[config.mk]
export PLATFORM = sky130hd
export DESIGN_NAME = ball_motion_flat
export DESIGN_NICKNAME = d
export VERILOG_FILES = /design/src/rtl/ball_motion_if.sv /design/src/rtl/ball_motion.sv /design/src/flat_wrapper.sv
export SDC_FILE = /design/constraint.sdc
export NUM_CORES = 1
export LEC_CHECK = 0
export ABC_AREA = 0
export CORE_MARGIN = 2
export CORE_UTILIZATION = 50
export DETAILED_ROUTE_END_ITERATION = 8
export PLACE_DENSITY_LB_ADDON = 0.12
export SYNTH_ARGS = -nofsm -noshare
export SYNTH_HDL_FRONTEND = slang
export SYNTH_SLANG_ARGS = --single-unit
[constraint.sdc]
create_clock -name clk_drv -period 2.88 [get_ports clk_drv]
set_input_delay 0.288 -clock clk_drv [delete_from_list [all_inputs] [get_ports clk_drv]]
set_output_delay 0.288 -clock clk_drv [all_outputs]
set_load 0.01 [all_outputs]
[src/rtl/ball_motion_if.sv]
// Signal bundle between the video timing / game logic (master) and the ball motion block (slave).
interface ball_motion_if;
  logic       clock;
  logic [7:0] hcnt;
  logic [7:0] vcnt;
  logic       vsync;
  logic       serve;
  logic       pad_hit;
  logic [1:0] pad_seg;
  logic       brick_hit;
  logic       speed_up;
  logic       ball_display;
  logic [7:0] ball_h;
  logic [7:0] ball_v;
  logic       ball_lost;
  logic [1:0] state;

  modport master (
    output clock, hcnt, vcnt, vsync, serve, pad_hit, pad_seg, brick_hit, speed_up,
    input  ball_display, ball_h, ball_v, ball_lost, state
  );

  modport slave (
    input  clock, hcnt, vcnt, vsync, serve, pad_hit, pad_seg, brick_hit, speed_up,
    output ball_display, ball_h, ball_v, ball_lost, state
  );
endinterface

[src/rtl/ball_motion.sv]
// Ball position/motion generator: draws the ball from the video counters and moves it
// once per frame with wall, ceiling, paddle and brick bounces; flags a lost ball.
module ball_motion #(
  parameter int BALL_SIZE = 4,
  parameter int H_LEFT    = 16,
  parameter int H_RIGHT   = 240,
  parameter int V_TOP     = 32,
  parameter int V_BOTTOM  = 248,
  parameter int SERVE_H   = 128,
  parameter int SERVE_V   = 128
) (
  input  logic         clk_drv,
  input  logic         clr_n,
  ball_motion_if.slave bus
);

  typedef enum logic [1:0] {
    IDLE   = 2'd0,
    ACTIVE = 2'd1,
    LOST   = 2'd2
  } state_t;

  localparam logic [7:0]        H_MIN  = 8'(H_LEFT);
  localparam logic [7:0]        H_MAX  = 8'(H_RIGHT - BALL_SIZE);
  localparam logic [7:0]        V_MIN  = 8'(V_TOP);
  localparam logic [7:0]        V_CEIL = 8'hFF;
  localparam logic signed [9:0] V_LOST = 10'(V_BOTTOM);
  localparam logic [7:0]        SIZE   = 8'(BALL_SIZE);
  localparam logic [7:0]        HOME_H = 8'(SERVE_H);
  localparam logic [7:0]        HOME_V = 8'(SERVE_V);

  // One step of position math, widened so under/overflow is visible before clamping.
  function automatic logic signed [9:0] step(input logic [7:0] pos, input logic signed [2:0] d);
    return $signed({2'b00, pos}) + $signed({{7{d[2]}}, d});
  endfunction

  function automatic logic [7:0] sat_pos(input logic signed [9:0] n,
                                         input logic [7:0]        lo,
                                         input logic [7:0]        hi);
    if (n < $signed({2'b00, lo})) return lo;
    if (n > $signed({2'b00, hi})) return hi;
    return n[7:0];
  endfunction

  function automatic logic signed [2:0] seg_dx(input logic [1:0] seg);
    case (seg)
      2'd0:    return 3'sb110;
      2'd1:    return 3'sb111;
      2'd2:    return 3'sb001;
      default: return 3'sb010;
    endcase
  endfunction

  state_t            state;
  logic              clock_q;
  logic              vsync_q;
  logic [7:0]        ball_h;
  logic [7:0]        ball_v;
  logic signed [2:0] dx;
  logic signed [2:0] dy;
  logic              fast;
  logic              pad_l;
  logic [1:0]        pad_seg_l;
  logic              brick_l;
  logic              ball_display;
  logic              ball_lost;

  logic              pix_tick;
  logic              frame_tick;
  logic [7:0]        dh;
  logic [7:0]        dv;
  logic              in_ball;

  assign pix_tick   = bus.clock & ~clock_q;
  assign frame_tick = pix_tick & bus.vsync & ~vsync_q;

  // Unsigned wrap makes pixels left of / above the ball land far outside the size window.
  assign dh      = bus.hcnt - ball_h;
  assign dv      = bus.vcnt - ball_v;
  assign in_ball = (dh < SIZE) && (dv < SIZE);

  logic              fast_nxt;
  logic signed [2:0] mag;
  logic signed [2:0] dx_dir;
  logic signed [2:0] dy_dir;
  logic signed [9:0] nh;
  logic signed [9:0] nv;
  logic              wall_hit;
  logic              ceil_hit;
  logic [7:0]        h_nxt;
  logic [7:0]        v_nxt;
  logic signed [2:0] dx_nxt;
  logic signed [2:0] dy_nxt;
  logic              lost_nxt;

  // Direction first (paddle beats brick), then move and clamp; the clamp may reverse again.
  always_comb begin
    fast_nxt = fast | bus.speed_up;
    mag      = fast_nxt ? 3'sd2 : 3'sd1;
    dx_dir   = dx;
    dy_dir   = dy[2] ? -mag : mag;
    if (pad_l) begin
      dx_dir = seg_dx(pad_seg_l);
      dy_dir = -mag;
    end else if (brick_l) begin
      dy_dir = dy[2] ? mag : -mag;
    end
    nh       = step(ball_h, dx_dir);
    nv       = step(ball_v, dy_dir);
    wall_hit = (nh < $signed({2'b00, H_MIN})) || (nh > $signed({2'b00, H_MAX}));
    ceil_hit = nv < $signed({2'b00, V_MIN});
    h_nxt    = sat_pos(nh, H_MIN, H_MAX);
    v_nxt    = sat_pos(nv, V_MIN, V_CEIL);
    dx_nxt   = wall_hit ? -dx_dir : dx_dir;
    dy_nxt   = ceil_hit ? mag : dy_dir;
    lost_nxt = nv >= V_LOST;
  end

  always_ff @(posedge clk_drv or negedge clr_n) begin
    if (!clr_n) begin
      state        <= IDLE;
      clock_q      <= 1'b0;
      vsync_q      <= 1'b0;
      ball_h       <= HOME_H;
      ball_v       <= HOME_V;
      dx           <= 3'sd1;
      dy           <= 3'sd1;
      fast         <= 1'b0;
      pad_l        <= 1'b0;
      pad_seg_l    <= 2'd0;
      brick_l      <= 1'b0;
      ball_display <= 1'b0;
      ball_lost    <= 1'b0;
    end else begin
      clock_q   <= bus.clock;
      ball_lost <= 1'b0;

      if (pix_tick) begin
        vsync_q      <= bus.vsync;
        ball_display <= (state == ACTIVE) && in_ball;
      end

      // Hits arriving on the frame-tick pixel itself belong to no decided frame and are dropped.
      if (pix_tick && !frame_tick && state == ACTIVE) begin
        if (bus.pad_hit && !pad_l) pad_seg_l <= bus.pad_seg;
        pad_l   <= pad_l | bus.pad_hit;
        brick_l <= brick_l | bus.brick_hit;
      end

      if (frame_tick) begin
        pad_l   <= 1'b0;
        brick_l <= 1'b0;
        case (state)
          IDLE: begin
            if (bus.serve) begin
              ball_h <= HOME_H;
              ball_v <= HOME_V;
              dx     <= 3'sd1;
              dy     <= 3'sd1;
              fast   <= 1'b0;
              state  <= ACTIVE;
            end
          end
          ACTIVE: begin
            fast   <= fast_nxt;
            ball_h <= h_nxt;
            ball_v <= v_nxt;
            dx     <= dx_nxt;
            dy     <= dy_nxt;
            if (lost_nxt) begin
              state     <= LOST;
              ball_lost <= 1'b1;
            end
          end
          default: state <= IDLE;
        endcase
      end
    end
  end

  assign bus.ball_display = ball_display;
  assign bus.ball_h       = ball_h;
  assign bus.ball_v       = ball_v;
  assign bus.ball_lost    = ball_lost;
  assign bus.state        = state;

endmodule
[src/flat_wrapper.sv]
// flat-port wrapper written by rule: the top's interface ports become plain ports
module ball_motion_flat 
#(
  parameter int BALL_SIZE = 4,
  parameter int H_LEFT    = 16,
  parameter int H_RIGHT   = 240,
  parameter int V_TOP     = 32,
  parameter int V_BOTTOM  = 248,
  parameter int SERVE_H   = 128,
  parameter int SERVE_V   = 128
)
  (clk_drv, clr_n, bus_clock, bus_hcnt, bus_vcnt, bus_vsync, bus_serve, bus_pad_hit, bus_pad_seg, bus_brick_hit, bus_speed_up, bus_ball_display, bus_ball_h, bus_ball_v, bus_ball_lost, bus_state);
  ball_motion_if bus_i ();
  input  logic clk_drv;
  input  logic clr_n;
  input wire logic [$bits(bus_i.clock)-1:0] bus_clock;
  input wire logic [$bits(bus_i.hcnt)-1:0] bus_hcnt;
  input wire logic [$bits(bus_i.vcnt)-1:0] bus_vcnt;
  input wire logic [$bits(bus_i.vsync)-1:0] bus_vsync;
  input wire logic [$bits(bus_i.serve)-1:0] bus_serve;
  input wire logic [$bits(bus_i.pad_hit)-1:0] bus_pad_hit;
  input wire logic [$bits(bus_i.pad_seg)-1:0] bus_pad_seg;
  input wire logic [$bits(bus_i.brick_hit)-1:0] bus_brick_hit;
  input wire logic [$bits(bus_i.speed_up)-1:0] bus_speed_up;
  output wire logic [$bits(bus_i.ball_display)-1:0] bus_ball_display;
  output wire logic [$bits(bus_i.ball_h)-1:0] bus_ball_h;
  output wire logic [$bits(bus_i.ball_v)-1:0] bus_ball_v;
  output wire logic [$bits(bus_i.ball_lost)-1:0] bus_ball_lost;
  output wire logic [$bits(bus_i.state)-1:0] bus_state;
  assign bus_i.clock = bus_clock;
  assign bus_i.hcnt = bus_hcnt;
  assign bus_i.vcnt = bus_vcnt;
  assign bus_i.vsync = bus_vsync;
  assign bus_i.serve = bus_serve;
  assign bus_i.pad_hit = bus_pad_hit;
  assign bus_i.pad_seg = bus_pad_seg;
  assign bus_i.brick_hit = bus_brick_hit;
  assign bus_i.speed_up = bus_speed_up;
  assign bus_ball_display = bus_i.ball_display;
  assign bus_ball_h = bus_i.ball_h;
  assign bus_ball_v = bus_i.ball_v;
  assign bus_ball_lost = bus_i.ball_lost;
  assign bus_state = bus_i.state;
  ball_motion #(.BALL_SIZE(BALL_SIZE), .H_LEFT(H_LEFT), .H_RIGHT(H_RIGHT), .V_TOP(V_TOP), .V_BOTTOM(V_BOTTOM), .SERVE_H(SERVE_H), .SERVE_V(SERVE_V)) u_core (.clk_drv(clk_drv), .clr_n(clr_n), .bus(bus_i));
endmodule
# == After elaboration in Yosys (flattened, before gate mapping) ==
# Cells that the tools add are included.
# word_totals
reg_bits,33
output_inout_bits,20
mem_bits_rw,0
word_cells,95
romBits,0
input_bits,26
memories,0
latch_bits,0
# classes
n_mux,41
multipliers,0
bitwise_logic,8
n_addsub,6
order_cmp,7
n_shift,0
n_div,0
n_eq_ne,5
reduce_logical,15
# ops
cell,count
two-way mux 8 bit,9
one-hot mux 8 bit (2 select lines),2
two-way mux 3 bit,8
adder 9 x 3 -> 10 bit,2
"> comparator 10 x 9 -> 1 bit, second input constant",2
"less-than comparator 8 x 3 -> 1 bit, second input constant",2
subtractor 8 bit,2
two-way mux 1 bit,14
one-hot mux 3 bit (2 select lines),2
"greater-or-equal comparator 10 x 9 -> 1 bit, second input constant",1
"less-than comparator 10 x 6 -> 1 bit, second input constant",1
"less-than comparator 10 x 7 -> 1 bit, second input constant",1
one-hot mux 3 bit (3 select lines),1
two-way mux 2 bit,3
negation 3 bit,2
AND reduction 3 bit,2
logical AND 1 bit,5
"== test 2 x 1 -> 1 bit, second input constant",2
logical NOT 2 bit,2
one-hot mux 2 bit (2 select lines),1
nonzero test 2 bit,2
AND 1 bit,3
bitwise OR 1 bit,3
"== test 2 bit, second input constant",1
other kinds (7),9

# == Depth between registers and ports, before layout ==
# logic_depth
ltp_word,13
ltp_mapped,14

# == Worst setup path after synthesis ==
# No wires, ideal clock.
# synth_timing
path_type,register to register
from,register u_core.pad_seg_l[0]
to,register u_core.dx[1]
stages_incl_launch_ff,15
path_slack_ns,-0.235
synth_period_minus_slack_ns,3.115
arrival_time_ns,3.045
required_ns,2.810
path_buffers,0
cell_sequence,dfrtp_1 > inv_1 > ha_1 > mux2i_1 > inv_1 > ha_1 > inv_1 > fa_1 > nand2b_1 > a211oi_4 > nand2b_2 > a2111oi_4 > a211oi_2 > or4b_1 > nand3_1
# synth_via
elab_chain_cells,8
word_cells_on_any_way,12
classes_between,add/sub: 2; order compare: 2; eq/ne: 2; mux: 4; reduce/logical: 2
# synth_lines
element,line,text
from (decl),ball_motion.sv:63,logic [1:0] pad_seg_l;
from (signal assigned),ball_motion.sv:145,if (bus.pad_hit && !pad_l) pad_seg_l <= bus.pad_seg;
== test 2 bit (tied with other cells),ball_motion.sv:46,case (seg)
one-hot mux 3 bit (3 select lines) *,ball_motion.sv:46,
two-way mux 3 bit *,ball_motion.sv:102,if (pad_l) begin
adder 9 x 3 -> 10 bit,ball_motion.sv:34,"return $signed({2'b00, pos}) + $signed({{7{d[2]}}, d});"
less-than comparator 10 x 6 -> 1 bit / > comparator 10 x 9 -> 1 bit (equally long branches),ball_motion.sv:110,"wall_hit = (nh < $signed({2'b00, H_MIN})) || (nh > $signed({2'b00, H_MAX}));"
logical OR 1 bit,ball_motion.sv:110,
two-way mux 3 bit *,ball_motion.sv:114,dx_nxt = wall_hit ? -dx_dir : dx_dir;
one-hot mux 3 bit (2 select lines) *,ball_motion.sv:153,case (state)
to (signal assigned),ball_motion.sv:168,dx <= dx_nxt;
to (decl),ball_motion.sv:59,logic signed [2:0] dx;
# Mark *: on every way between the ends. The rest lies on a longest branch, timed or not.
# A chain may end at the register's enable or synchronous reset.

# == Final worst setup path ==
# layout_timing
from,register u_core.pad_seg_l[0]
to,"register u_core.ball_h[1], in the netlist u_core.bus.ball_h[1]"
# layout_via
elab_chain_cells,10
word_cells_on_any_way,15
classes_between,add/sub: 1; order compare: 2; eq/ne: 2; mux: 9; reduce/logical: 1
# layout_lines
element,line,text
== test 2 bit (tied with other cells),ball_motion.sv:46,
one-hot mux 3 bit (3 select lines) *,ball_motion.sv:46,
two-way mux 3 bit *,ball_motion.sv:102,
adder 9 x 3 -> 10 bit *,ball_motion.sv:34,
> comparator 10 x 9 -> 1 bit,ball_motion.sv:41,"if (n > $signed({2'b00, hi})) return hi;"
two-way mux 1 bit (2 in series),ball_motion.sv:41,
two-way mux 8 bit,ball_motion.sv:42,return n[7:0];
two-way mux 8 bit *,ball_motion.sv:41,
one-hot mux 8 bit (2 select lines) *,ball_motion.sv:153,
to (signal assigned),ball_motion.sv:166,ball_h <= h_nxt;
to (decl),ball_motion.sv:57,logic [7:0] ball_h;
# Mark *: on every way between the ends. The rest lies on a longest branch, timed or not. The select of a mux whose other input is x is not followed.

==> run metrics <==
flop2flop setup slack -460 ps; CP Class reg -> reg; CP Launch Type flop; initial antenna violation count 0; area of the multi-input gates 2380 µm²; post-route ant nets 0; post-synthesis net count 410; largest net degree at the start of global routing 32; post-synthesis compound-gate area fraction 0.276; DRC viols 0; worst r2r src u_core.pad_seg_l[0]; Tmin final 3340 ps; Fin Setup TNS -4150 ps; commonest cells after routing, fill and taps aside buf_4 (80), clkdlybuf4s50_1 (45), nor2_1 (37), inv_1 (28), dfrtp_1 (27); area delta synth->final 55.6%; sequential cell area fraction in the yosys report 0.267; origin of the worst setup path u_core.pad_seg_l[0]; Achievable Freq 300 MHz; wire per inst 17.3 µm; Port Buffers 45; worst r2r path cells 17; I/O pin cnt 46; Cell variety after synth 64; nets@finish 541; max_slew headroom 0.617; dpl hpwl 6560 µm; CTS tree done; Post-Syn Area 2920 µm²; Post-Synth XOR/XNOR Area 0.0449; Hold Path Class in -> async; slowest stage delay, CP 370 ps; slew at the pin closest to its max-slew limit 575 ps; Fillers 338; Total Routing Usage GR 0.272; max-cap violations 0; largest family of logic cells by synthesized area compound AO/OA/AOI/OAI gates; Adder-Cell Fraction of Synth Area 0.159; initial core utilization 0.524; clk sinks 31; via count 3,305; Final Routed Wirelength 9560 µm; most common cell after layout, fill and taps aside buf_4; clk_lat worst skew 280 ps; grt ovf 0; Synthesis Warnings 0; multiplexer share of the synthesized area 0.0150; Synth Register Bits 31; status complete, but fails checks; # H-tree levels 2; WP data arrival 3510 ps; register area 781 µm²; max-slew violations 0; DRT Pass-1 Iters 4; worst clock skew 9.39 ps; die area 6470 µm²; Final period util 1.16; vias in the first global route 3,058; Top Family by Delay on Critical Path compound AO/OA/AOI/OAI gates; CTS Buf Count 5; Yosys top cell area share 0.240; Via density 5.99; DRT iter0 DRCs 220; Die Wd 80.5 µm; Crit Path Max Fanout 5; GPL Wtd Cong 0.900; global-route wire length before repair 13,800 µm; Core Region 5570 µm²; CTS root buf clkbuf_8; syn_area_per_cell 8.40 µm²; EDFF count, synth 0; failing checks setup timing; Required @ worst endpoint 3060 ps; most used cell, CP buf_6; Slowest cell on crit path dfrtp_1; top post-synthesis cells by area dfrtp_1 (24%), ha_1 (15%), nor2_1 (5.5%); Final setup violation count 11; # rows 27; chip height 80.5 µm; Clock transition at path regs 70 ps; hold buffers post-CTS 0; Mapped Cells 348; main flop type after synthesis dfrtp_1; Fin. Hold Viols 0; antenna cells 0; crit path buf inv count 6; ys async rst share 1.00; crit-path cells inv_2, ha_4, mux2i_4, inv_1, ha_2, inv_2, fa_2, nand2b_4, a211oi_4, buf_6, buf_6, o21bai_1, a211o_1, a211oi_4, buf_6, nor4_4, a22o_1; Post-Synth Simple-Gate Area 0.187; Critical Path Sink Type flop; post-synth top area cell dfrtp_1; Critical R2R Capture u_core.bus.ball_h[1]; fraction of layout cells with a size suffix above 1 0.344; fin worst setup slack -456 ps; RSZ-0062 raised after global routing true; Longest Clk Path Bufs 2
[registers in the layout (all words and copies together) (netlist names)]
| register | flops |
|---|---|
| u_core.bus.ball_h | 8 |
| u_core.bus.ball_v | 8 |
| u_core.dx | 3 |
| u_core.bus.state | 2 |
| u_core.pad_seg_l | 2 |
| u_core.brick_l | 1 |
| u_core.bus.ball_display | 1 |
| u_core.bus.ball_lost | 1 |
| u_core.clock_q | 1 |
| u_core.dy | 1 |
| u_core.fast | 1 |
| u_core.pad_l | 1 |
| u_core.vsync_q | 1 |
[stage by stage]
step	setup slack, ps	util	cell area, µm²	std cells	hold slack (ps)
floorplan	-143	-	2970	348	-7.59
global placement	-308	0.710	3960	524	466
detailed placement	-385	0.710	3960	524	494
CTS	-285	0.753	4200	543	411
global route	-545	0.816	4550	552	441
finish	-456	0.816	4550	552	394
[per-layer routing]
layer  routed length (µm)  up-vias  share of wire  track usage
li1                     -     1529              -            -
met1                 4230     1603           0.44        0.365
met2                 4480      148           0.47        0.465
met3                  642       25          0.067       0.0371
met4                  200        0          0.021       0.0593
met5                    0        -              0            0
[kinds of logic (layout without fill, tap and decap cells)]
| group | after synthesis | in the layout |
|---|---|---|
| muxes | 4 | 4 |
| adders and majority gates | 36 | 36 |
| and+or+nand+nor | 110 | 110 |
| DFF | 31 | 31 |
| buffers and inverters | 38 | 170 |
| AOI/OAI and AO/OA | 114 | 114 |
| xor gates and xnor gates | 15 | 15 |
[cells in the mapped netlist, types with 3 or more instances]
library cell / number
nor2_1: 43
o2111ai_1: 3
dfrtp_1: 28
nor2b_1: 6
o21bai_1: 5
ha_1: 34
o21a_1: 4
a22o_1: 5
nand2_1: 16
and2_1: 3
a22oi_1: 3
or3_1: 7
dfstp_2: 3
o21ai_0: 20
nand2b_1: 6
nor3b_1: 3
mux2_2: 3
xor2_1: 4
a211oi_1: 3
inv_1: 33
nand3_1: 5
a21o_1: 5
xnor2_1: 11
nor4_1: 3
a21oi_1: 27
o22ai_1: 9
nor3_1: 9
[worst max path at each step]
| stage | end | slack [ps] | cells past startpoint |
|---|---|---|---|
| floorplan | u_core.dx[1] | -140 | 14 |
| finish | u_core.bus.ball_h[1] | -460 | 17 |
| global placement | u_core.bus.ball_h[0] | -310 | 13 |
| detailed placement | u_core.dx[1] | -380 | 13 |
| global route | u_core.bus.ball_h[1] | -540 | 17 |
| CTS | u_core.dx[1] | -290 | 15 |
[cell type report]
cell class                 instances  share of cell area
multi-input combinational        279               0.524
clock buffer                       7              0.0168
clock inverter                     1             0.00110
inverter                          34              0.0286
tap                               72              0.0198
timing repair buffer             128               0.239
sequential                        31               0.172
[what timing repair did]
action                                  in CTS  in global routing
setup buffers                               11                 10
cloned                                       0                  0
pin swaps                                   12                 29
resized for setup                           18                 57
endpoints found under the setup margin      20                 21
[worst reg2reg max path: stages (launching register included)]
cell and delay [ps]:
dfrtp_1 370, inv_2 70, ha_4 270, mux2i_4 70
inv_1 70, ha_2 180, inv_2 40, fa_2 330
nand2b_4 160, a211oi_4 280, buf_6 140, buf_6 90
o21bai_1 70, a211o_1 350, a211oi_4 310, buf_6 170
nor4_4 50, a22o_1 210
Power is left out: the tool's default activity adds up to more than one toggle a clock period on the data nets, which glitch-free logic cannot reach.
